### config.mk
export PLATFORM = sky130hd
export DESIGN_NAME = debug_cmd_initiator
export DESIGN_NICKNAME = d
export VERILOG_FILES = /design/src/rtl/debug_cmd_initiator.sv
export SDC_FILE = /design/constraint.sdc
export NUM_CORES = 1
export LEC_CHECK = 0
export CORE_ASPECT_RATIO = 0.7
export CORE_UTILIZATION = 45
export CTS_BUF_LIST = sky130_fd_sc_hd__clkbuf_8 sky130_fd_sc_hd__clkbuf_16
export CTS_CLUSTER_SIZE = 20
export DETAILED_ROUTE_END_ITERATION = 8
export HOLD_SLACK_MARGIN = 0.1
export PLACE_DENSITY = 0.72
export SKIP_LAST_GASP = 1
export SLEW_MARGIN = 10
export SYNTH_ARGS = -nofsm -noshare
export SYNTH_HDL_FRONTEND = slang
export SYNTH_SLANG_ARGS = --single-unit
### constraint.sdc
create_clock -name clk_i -period 3 [get_ports clk_i]
set_input_delay 0.3 -clock clk_i [delete_from_list [all_inputs] [get_ports clk_i]]
set_output_delay 0.3 -clock clk_i [all_outputs]
set_load 0.02 [all_outputs]
### src/rtl/debug_cmd_initiator.sv
// debug_cmd_initiator
// Command-issuing end of the single-step debug UART link. Sends one command
// character through an external UART transmitter, then collects the reply
// through an external UART receiver: a 4-byte acknowledge that is checked
// against the expected text, or a 32-byte status frame that is stored in a
// small readable buffer.
module debug_cmd_initiator #(
  // Cycles allowed between consecutive expected reply bytes.
  parameter int unsigned TIMEOUT_CYCLES = 2_500_000
) (
  input  logic       clk_i,
  input  logic       reset_i,
  input  logic       cmd_valid_i,
  input  logic [2:0] cmd_i,
  input  logic [7:0] raw_byte_i,
  output logic       cmd_ready_o,
  output logic       busy_o,
  output logic       done_o,
  output logic [1:0] result_o,
  output logic       tx_en_o,
  output logic [7:0] tx_byte_o,
  input  logic       tx_complete_i,
  input  logic [7:0] rx_byte_i,
  input  logic       rx_complete_i,
  input  logic [4:0] frame_rd_addr_i,
  output logic [7:0] frame_rd_data_o,
  output logic       frame_valid_o
);

  // Counter width large enough to hold TIMEOUT_CYCLES itself.
  localparam int unsigned TW = (TIMEOUT_CYCLES < 2) ? 1 : $clog2(TIMEOUT_CYCLES + 1);
  localparam logic [TW-1:0] TIMEOUT_LOAD = TW'(TIMEOUT_CYCLES);

  localparam logic [4:0] LAST_ACK_IDX    = 5'd3;
  localparam logic [4:0] LAST_STATUS_IDX = 5'd31;

  typedef enum logic [2:0] {
    ST_IDLE,
    ST_SEND,
    ST_SENDING,
    ST_RECV,
    ST_DONE
  } state_e;

  typedef enum logic [2:0] {
    CMD_CPU_RESET  = 3'd0,
    CMD_CLK_RISE   = 3'd1,
    CMD_CLK_FALL   = 3'd2,
    CMD_CLK_TOGGLE = 3'd3,
    CMD_RST_TOGGLE = 3'd4,
    CMD_STATUS     = 3'd5,
    CMD_RAW        = 3'd6,
    CMD_ILLEGAL    = 3'd7
  } cmd_e;

  typedef enum logic [1:0] {
    RES_OK       = 2'b00,
    RES_MISMATCH = 2'b01,
    RES_TIMEOUT  = 2'b10,
    RES_ILLEGAL  = 2'b11
  } result_e;

  // Character put on the wire for each command.
  function automatic logic [7:0] cmd_char(input cmd_e c, input logic [7:0] raw);
    logic [7:0] b;
    b = 8'h00;
    case (c)
      CMD_CPU_RESET:  b = 8'h72; // 'r'
      CMD_CLK_RISE:   b = 8'h7A; // 'z'
      CMD_CLK_FALL:   b = 8'h78; // 'x'
      CMD_CLK_TOGGLE: b = 8'h63; // 'c'
      CMD_RST_TOGGLE: b = 8'h65; // 'e'
      CMD_STATUS:     b = 8'h73; // 's'
      default:        b = raw;
    endcase
    return b;
  endfunction

  // Expected acknowledge byte idx for an acknowledged command.
  function automatic logic [7:0] ack_byte(input cmd_e c, input logic [1:0] idx);
    logic [7:0] b;
    b = 8'h00;
    case (idx)
      2'd0: begin
        case (c)
          CMD_CPU_RESET, CMD_RST_TOGGLE:             b = 8'h52; // 'R'
          CMD_CLK_RISE, CMD_CLK_FALL, CMD_CLK_TOGGLE: b = 8'h43; // 'C'
          default:                                    b = 8'h4F; // 'O'
        endcase
      end
      2'd1: begin
        case (c)
          CMD_CPU_RESET:  b = 8'h73; // 's'
          CMD_CLK_RISE:   b = 8'h72; // 'r'
          CMD_CLK_FALL:   b = 8'h66; // 'f'
          CMD_CLK_TOGGLE: b = 8'h74; // 't'
          CMD_RST_TOGGLE: b = 8'h61; // 'a'
          default:        b = 8'h6B; // 'k'
        endcase
      end
      2'd2:    b = 8'h0D;
      default: b = 8'h0A;
    endcase
    return b;
  endfunction

  state_e        state_q, state_d;
  cmd_e          cmd_q, cmd_d;
  logic [7:0]    tx_byte_q, tx_byte_d;
  logic [4:0]    byte_cnt_q, byte_cnt_d;
  logic [TW-1:0] timeout_q, timeout_d;
  logic          err_q, err_d;
  result_e       result_q, result_d;
  logic          frame_valid_q, frame_valid_d;

  logic          frame_we;
  logic [7:0]    frame_mem [32];

  logic          is_status;
  logic [4:0]    last_idx;
  logic          rx_match;

  assign is_status = (cmd_q == CMD_STATUS);
  assign last_idx  = is_status ? LAST_STATUS_IDX : LAST_ACK_IDX;
  assign rx_match  = (rx_byte_i == ack_byte(cmd_q, byte_cnt_q[1:0]));

  // State and datapath registers; everything except the frame buffer resets.
  always_ff @(posedge clk_i or negedge reset_i) begin
    // NOTE: sequential state uses non-blocking assignments so every register
    // samples the pre-edge values, independent of statement order.
    if (!reset_i) begin
      state_q       <= ST_IDLE;
      cmd_q         <= CMD_CPU_RESET;
      tx_byte_q     <= 8'h00;
      byte_cnt_q    <= 5'd0;
      timeout_q     <= '0;
      err_q         <= 1'b0;
      result_q      <= RES_OK;
      frame_valid_q <= 1'b0;
    end else begin
      state_q       <= state_d;
      cmd_q         <= cmd_d;
      tx_byte_q     <= tx_byte_d;
      byte_cnt_q    <= byte_cnt_d;
      timeout_q     <= timeout_d;
      err_q         <= err_d;
      result_q      <= result_d;
      frame_valid_q <= frame_valid_d;
    end
  end

  // Next-state logic: command accept, transmit handshake, reply collection.
  always_comb begin
    // NOTE: every signal assigned here gets a default first, so no path
    // through the case statement can leave one unassigned and infer a latch.
    state_d       = state_q;
    cmd_d         = cmd_q;
    tx_byte_d     = tx_byte_q;
    byte_cnt_d    = byte_cnt_q;
    timeout_d     = timeout_q;
    err_d         = err_q;
    result_d      = result_q;
    frame_valid_d = frame_valid_q;
    frame_we      = 1'b0;

    case (state_q)
      ST_IDLE: begin
        if (cmd_valid_i) begin
          cmd_d = cmd_e'(cmd_i);
          if (cmd_e'(cmd_i) == CMD_ILLEGAL) begin
            // Nothing goes on the wire; report straight away.
            result_d = RES_ILLEGAL;
            state_d  = ST_DONE;
          end else begin
            tx_byte_d = cmd_char(cmd_e'(cmd_i), raw_byte_i);
            if (cmd_e'(cmd_i) == CMD_STATUS) begin
              frame_valid_d = 1'b0;
            end
            state_d = ST_SEND;
          end
        end
      end

      ST_SEND: begin
        // tx_en_o is low for exactly this one cycle.
        state_d = ST_SENDING;
      end

      ST_SENDING: begin
        if (tx_complete_i) begin
          byte_cnt_d = 5'd0;
          timeout_d  = TIMEOUT_LOAD;
          err_d      = 1'b0;
          state_d    = ST_RECV;
        end
      end

      ST_RECV: begin
        if (rx_complete_i) begin
          // A byte arriving on the expiry cycle still counts.
          timeout_d = TIMEOUT_LOAD;
          if (is_status) begin
            frame_we = 1'b1;
          end else if (!rx_match) begin
            err_d = 1'b1;
          end
          if (byte_cnt_q == last_idx) begin
            state_d = ST_DONE;
            if (is_status) begin
              frame_valid_d = 1'b1;
              result_d      = RES_OK;
            end else begin
              result_d = (err_q || !rx_match) ? RES_MISMATCH : RES_OK;
            end
          end else begin
            byte_cnt_d = byte_cnt_q + 5'd1;
          end
        end else if (timeout_q <= TW'(1)) begin
          // The counter reaches zero on this decrement: give up waiting.
          timeout_d = '0;
          result_d  = RES_TIMEOUT;
          state_d   = ST_DONE;
        end else begin
          timeout_d = timeout_q - TW'(1);
        end
      end

      ST_DONE: begin
        state_d = ST_IDLE;
      end

      default: begin
        state_d = ST_IDLE;
      end
    endcase
  end

  // Status frame storage, written one reply byte at a time.
  always_ff @(posedge clk_i) begin
    // NOTE: the buffer is deliberately left out of reset; it is plain storage
    // qualified by frame_valid_o, and resetting it would block RAM inference.
    if (frame_we) begin
      frame_mem[byte_cnt_q] <= rx_byte_i;
    end
  end

  assign frame_rd_data_o = frame_mem[frame_rd_addr_i];
  assign frame_valid_o   = frame_valid_q;

  assign cmd_ready_o = (state_q == ST_IDLE);
  assign busy_o      = (state_q != ST_IDLE);
  assign done_o      = (state_q == ST_DONE);
  assign tx_en_o     = (state_q != ST_SEND);
  assign tx_byte_o   = tx_byte_q;
  assign result_o    = result_q;

endmodule

=== Word-level counts from Yosys, hierarchy flattened ===
Memories as Yosys holds them, arrays and structs flattened.
Cells that the tools add are included.

* RAM bits: 256
* Register bits after elaboration: 45
* Memories kept: 1

{| class="wikitable"
|+ Memories
! name !! words !! bits a word !! read ports !! clocked after Yosys merged registers in !! write ports !! line !! source
|-
| frame_mem || 32 || 8 || 1 || 0 || 1 || 117 || <nowiki>logic [7:0] frame_mem [32];</nowiki>
|}

* Equal/unequal tests: 33
* Magnitude comparators: 1
* Reductions and logical operators: 19
* Add/sub/neg operators: 2
* Muxes and demuxes: 45
* Bitwise logic cells: 1

{| class="wikitable"
|+ Operator list
! cell !! number
|-
| 22-bit two-way mux || 3
|-
| 8-bit one-hot mux with 6 select lines || 1
|-
| 22-bit one-hot mux with 2 select lines || 1
|-
| 5-bit one-hot mux with 5 select lines || 1
|-
| 8-bit one-hot mux with 3 select lines || 1
|-
| 22-bit by 1-bit less-or-equal comparator with 1-bit output, second input constant || 1
|-
| 22-bit by 1-bit subtractor with 22-bit output, second input constant || 1
|-
| 5-bit two-way mux || 4
|-
| 5-bit one-hot mux with 2 select lines || 2
|-
| 3-bit by 2-bit == test with 1-bit output, second input constant || 6
|-
| 3-bit == test, second input constant || 6
|-
| 3-bit two-way mux || 6
|-
| 2-bit inequality test, second input constant || 9
|-
| 1-bit two-way mux || 17
|-
| 3-bit one-hot mux with 4 select lines || 1
|-
| 2-bit two-way mux || 5
|-
| 5-bit AND reduction || 2
|-
| 3-bit by 1-bit == test with 1-bit output, second input constant || 3
|-
| 3-bit logical NOT || 3
|-
| 8-bit == test || 1
|-
| 4-bit AND reduction || 2
|-
| 7-bit AND reduction || 1
|-
| 3-bit inequality test, second input constant || 2
|-
| 5-bit by 1-bit adder with 5-bit output, second input constant || 1
|-
| other kinds (17) || 21
|}

=== Logic depth before layout (Yosys ltp) ===
* Word-level depth: 12
* Mapped depth: 9

=== Worst setup path before layout ===
OpenSTA, ideal clock, no wires.

* Kind: input-to-output
* From: input frame_rd_addr_i[0]
* To: output frame_rd_data_o[0]
* Path slack: 0.146 ns
* Arrival time: 2.554 ns
* Stages: 5
* Data required time: 2.700 ns
* Path buffers: 2
* Path through: clkbuf_1 buf_1 mux4_2 mux4_2 mux2_2

* Word-level cells in the longest chain between the ends: 1

{| class="wikitable"
|+ Ends and longest elaborated chain
! what !! line !! source
|-
| start: declaration || 25 || <nowiki>input logic [4:0] frame_rd_addr_i,</nowiki>
|-
| memory read 32 x 8 bit || - ||
|-
| end: declaration || 26 || <nowiki>output logic [7:0] frame_rd_data_o,</nowiki>
|}

Every way passes these cells.

=== Worst setup path after layout ===
* From: memory frame_mem[26][2]
* To: output frame_rd_data_o[2]

* Word-level cells in the longest chain between the ends: 1

{| class="wikitable"
|+ Ends and longest elaborated chain
! what !! line
|-
| start: declaration || 117
|-
| memory read 32 x 8 bit || -
|}

Every way passes these cells.

==> results.py <==
metrics = {
    "finish": {
        "drive_above_1_share": 0.248,
        "layout_common_cells": "edfxtp_1 (256), mux4_2 (80), nor2_1 (67)",
        "nets": 867,
        "layout_commonest_cell": "edfxtp_1",
        "syn_to_final_growth_pct": 19.1,
        "diodes": 0,
        "instances_no_fill": 1218,
        "stdcell_area_um2": 14900,
    },
    "power": {
        "clkPwrFrac": 0.358,
        "p_leak_nw": 5.09,
        "internal_power_w": 0.00766,
        "seqPwrFrac": 0.475,
        "finalPower_w": 0.0103,
        "peakVddDrop_mv": 0.454,
        "netSwitchingFraction": 0.258,
        "switchingPower_w": 0.00266,
        "combPwrFrac": 0.167,
        "power.density_nw_per_um2": 692,
    },
    "yosys": {
        "ys_types": 60,
        "syn_area_per_cell_um2": 17.5,
        "synthFlopType": "edfxtp_1",
        "synth_top_area_cell": "edfxtp_1",
        "ys_ff_latch": 301,
        "yosysTopAreaCellShare": 0.614,
        "ys_seq_area_frac": 0.704,
        "yosysWarnings": 0,
        "syn_area_um2": 12500,
        "synth_area_leaders": "edfxtp_1 (61%), mux4_2 (14%), dfrtp_1 (9.0%)",
        "synth_nets": 750,
        "synth_edf_count": 256,
        "async_flop_share": 0.150,
        "synthCells": 715,
    },
    "routing": {
        "wl_met2_um": 12300,
        "drt_iter0_markers": 909,
        "wl_um": 28300,
        "met3_length_um": 2850,
        "drc": 0,
        "num_vias": 7032,
        "wl_met1_um": 12700,
        "dr.max_layer_used": "met4",
        "dr.pass1.iters": 5,
        "ant_nets": 0,
        "vias_per_cell": 5.77,
        "routedWlPerCell_um": 23.2,
    },
    "sta": {
        "min_period_ns": 2.91,
        "post-route-period-util": 0.970,
        "fin_tns_setup_ns": 0,
        "timing.fmax_ghz": 0.344,
        "relSlewSlack": 0.497,
        "setup_viol": 0,
        "worstMarginPinSlew_ns": 0.754,
        "finalHoldViolCount": 0,
        "clock_skew_ns": 0.0167,
        "maxSlewViolCount": 0,
        "rsz0062_at_grt": "no",
    },
    "clocking": {
        "cts_tree": "built",
        "htree_num_levels": 1,
        "numCtsBuffers": 29,
        "cts_sinks": 301,
        "clk_pin_slew_ns": 0.06,
        "clk_path_buf_depth": 3,
        "ctsRootBufferMaster": "clkbuf_16",
        "clk_latency_ns": 0.55,
    },
    "critical_path": {
        "crit_fanout": 1,
        "worst_path_most_repeated_cell": "mux4_2",
        "critPathSlowestCell": "mux4_2",
        "crit_buf_inv": 1,
        "critPathLaunchType": "register",
        "cpPeakStageDelay_ns": 0.50,
        "critical_path_class": "reg2out",
        "path_cells": "mux4_2 > mux4_2 > mux2_2 > dlygate4sd2_1",
        "end_kind": "output port",
        "crit_family": "multiplexers",
        "cp.arrival_ns": 2.61,
        "required_ns": 2.70,
    },
    "placed_design": {
        "dpl_cell_area_um2": 13900,
        "placed_cells": 1164,
        "place_hpwl_um": 18700,
        "io_buffers": 51,
        "gp_congestion": 0.822,
    },
    "grt": {
        "grt_pass1_wl_um": 43500,
        "grt_max_degree": 45,
        "antenna_found_initial": 1,
        "grt_overflow": 0,
        "grt_pass1_vias": 6951,
        "grt_use_total": 0.205,
    },
    "status": {
        "status": "completed",
    },
    "floorplan": {
        "ioPinCount": 52,
        "core_area_um2": 27000,
        "die_y_um": 142,
        "initial_core_util": 0.463,
        "rows": 50,
        "die_area_um2": 28500,
        "dieWidth_um": 201,
    },
    "worst_hold_path": {
        "holdCritPathClass": "in2reg",
    },
    "run": {
        "drv_cap": 0,
    },
}
==> final cells by class <==
type / instances / area, µm²
repair buffers: 123 / 1120
fillers: 2071 / 12100
inverters: 13 / 48.8
clock inverters: 24 / 240
clock buffers: 29 / 726
multi-input cells: 364 / 3500
flip-flops and latches: 301 / 8810
well taps: 364 / 455
==> routing by layer <==
metal,track usage,up-vias
li1,-,3071
met1,0.319,3604
met2,0.295,323
met3,0.0508,34
met4,0.0371,0
met5,0,-
==> worst reg2reg max path: stages (launching register included) <==
cell	delay, ns
dfrtp_1	0.46
or4_4	0.52
or4_4	0.51
or3_1	0.44
buf_4	0.22
o21ai_0	0.22
buf_4	0.22
nor2_1	0.07
==> timing repair <==
item / CTS / global route
endpoints found under the hold margin: 33 / 0
buffers inserted: 0 / 0
setup endpoints to repair: 8 / 0
hold buffers: 1 / 0
gates resized for setup: 8 / 0
==> per-stage QoR <==
step	hold slack [ns]	worst slack [ns]	util
6_report	0.323	0.0897	0.552
5_1_grt	0.378	0.0255	0.552
3_3_place_gp	0.428	0.0802	0.516
2_1_floorplan	0.00441	0.146	-
4_1_cts	0.309	0.0909	0.552
3_5_place_dp	0.427	0.0494	0.516
==> path summary, 6_finish.rpt <==
kind	cells after the start	end	slack (ns)	start
max	4	frame_rd_data_o[2]	0.09	frame_mem[26][2]
min	3	tx_byte_o[7]	0.32	raw_byte_i[7]
max reg2reg	7	timeout_q[16]	0.24	timeout_q[8]
min reg2reg	2	tx_byte_o[7]	0.48	tx_byte_o[7]
max in group asynchronous	3	tx_byte_o[5]	1.96	reset_i
min in group asynchronous	2	timeout_q[9]	0.36	reset_i
==> cells by family after synthesis <==
kind of cell,after synthesis,share of synthesized area
flip-flops,301,0.704
AND/OR/NAND/NOR,174,0.0665
multiplexers,92,0.155
AO/OA/AOI/OAI,73,0.0393
buffers and inverters,50,0.0157
XOR/XNOR,19,0.0133
adder cells (fa/ha/maj),6,0.00600
==> synthesized netlist by cell type (4+ instances only) <==
| library cell | instances |
|---|---|
| mux2_2 | 9 |
| nand3_1 | 10 |
| ha_1 | 6 |
| edfxtp_1 | 256 |
| nand2_1 | 42 |
| nand2b_1 | 9 |
| o21ai_0 | 18 |
| a21oi_1 | 18 |
| inv_1 | 13 |
| or3_1 | 6 |
| a21o_1 | 4 |
| xor2_1 | 13 |
| nor2_1 | 67 |
| nor4_1 | 8 |
| xnor2_1 | 6 |
| nor3_1 | 7 |
| mux4_2 | 80 |
| nand3b_1 | 6 |
| buf_1 | 10 |
| dfrtp_1 | 45 |
| clkbuf_1 | 25 |
==> power groups by stage <==
stage	combinational, W	clock (W)	sequential, W
2_1_floorplan	0.00107	0	0.00497
3_3_place_gp	0.00169	0	0.00497
3_5_place_dp	0.00173	0	0.00498
4_1_cts	0.00173	0.00374	0.00489
5_1_grt	0.00188	0.00389	0.00492
6_report	0.00172	0.00370	0.00490
==> state kept, by name, summed over array words and instances, names as in the netlist <==
signal and cells:
frame_mem 256, timeout_q 22, tx_byte_o 8, byte_cnt_q 5, cmd_q 3, state_q 3
result_o 2, err_q 1, frame_valid_o 1
No activity file was read; power rests on OpenSTA's default activity.
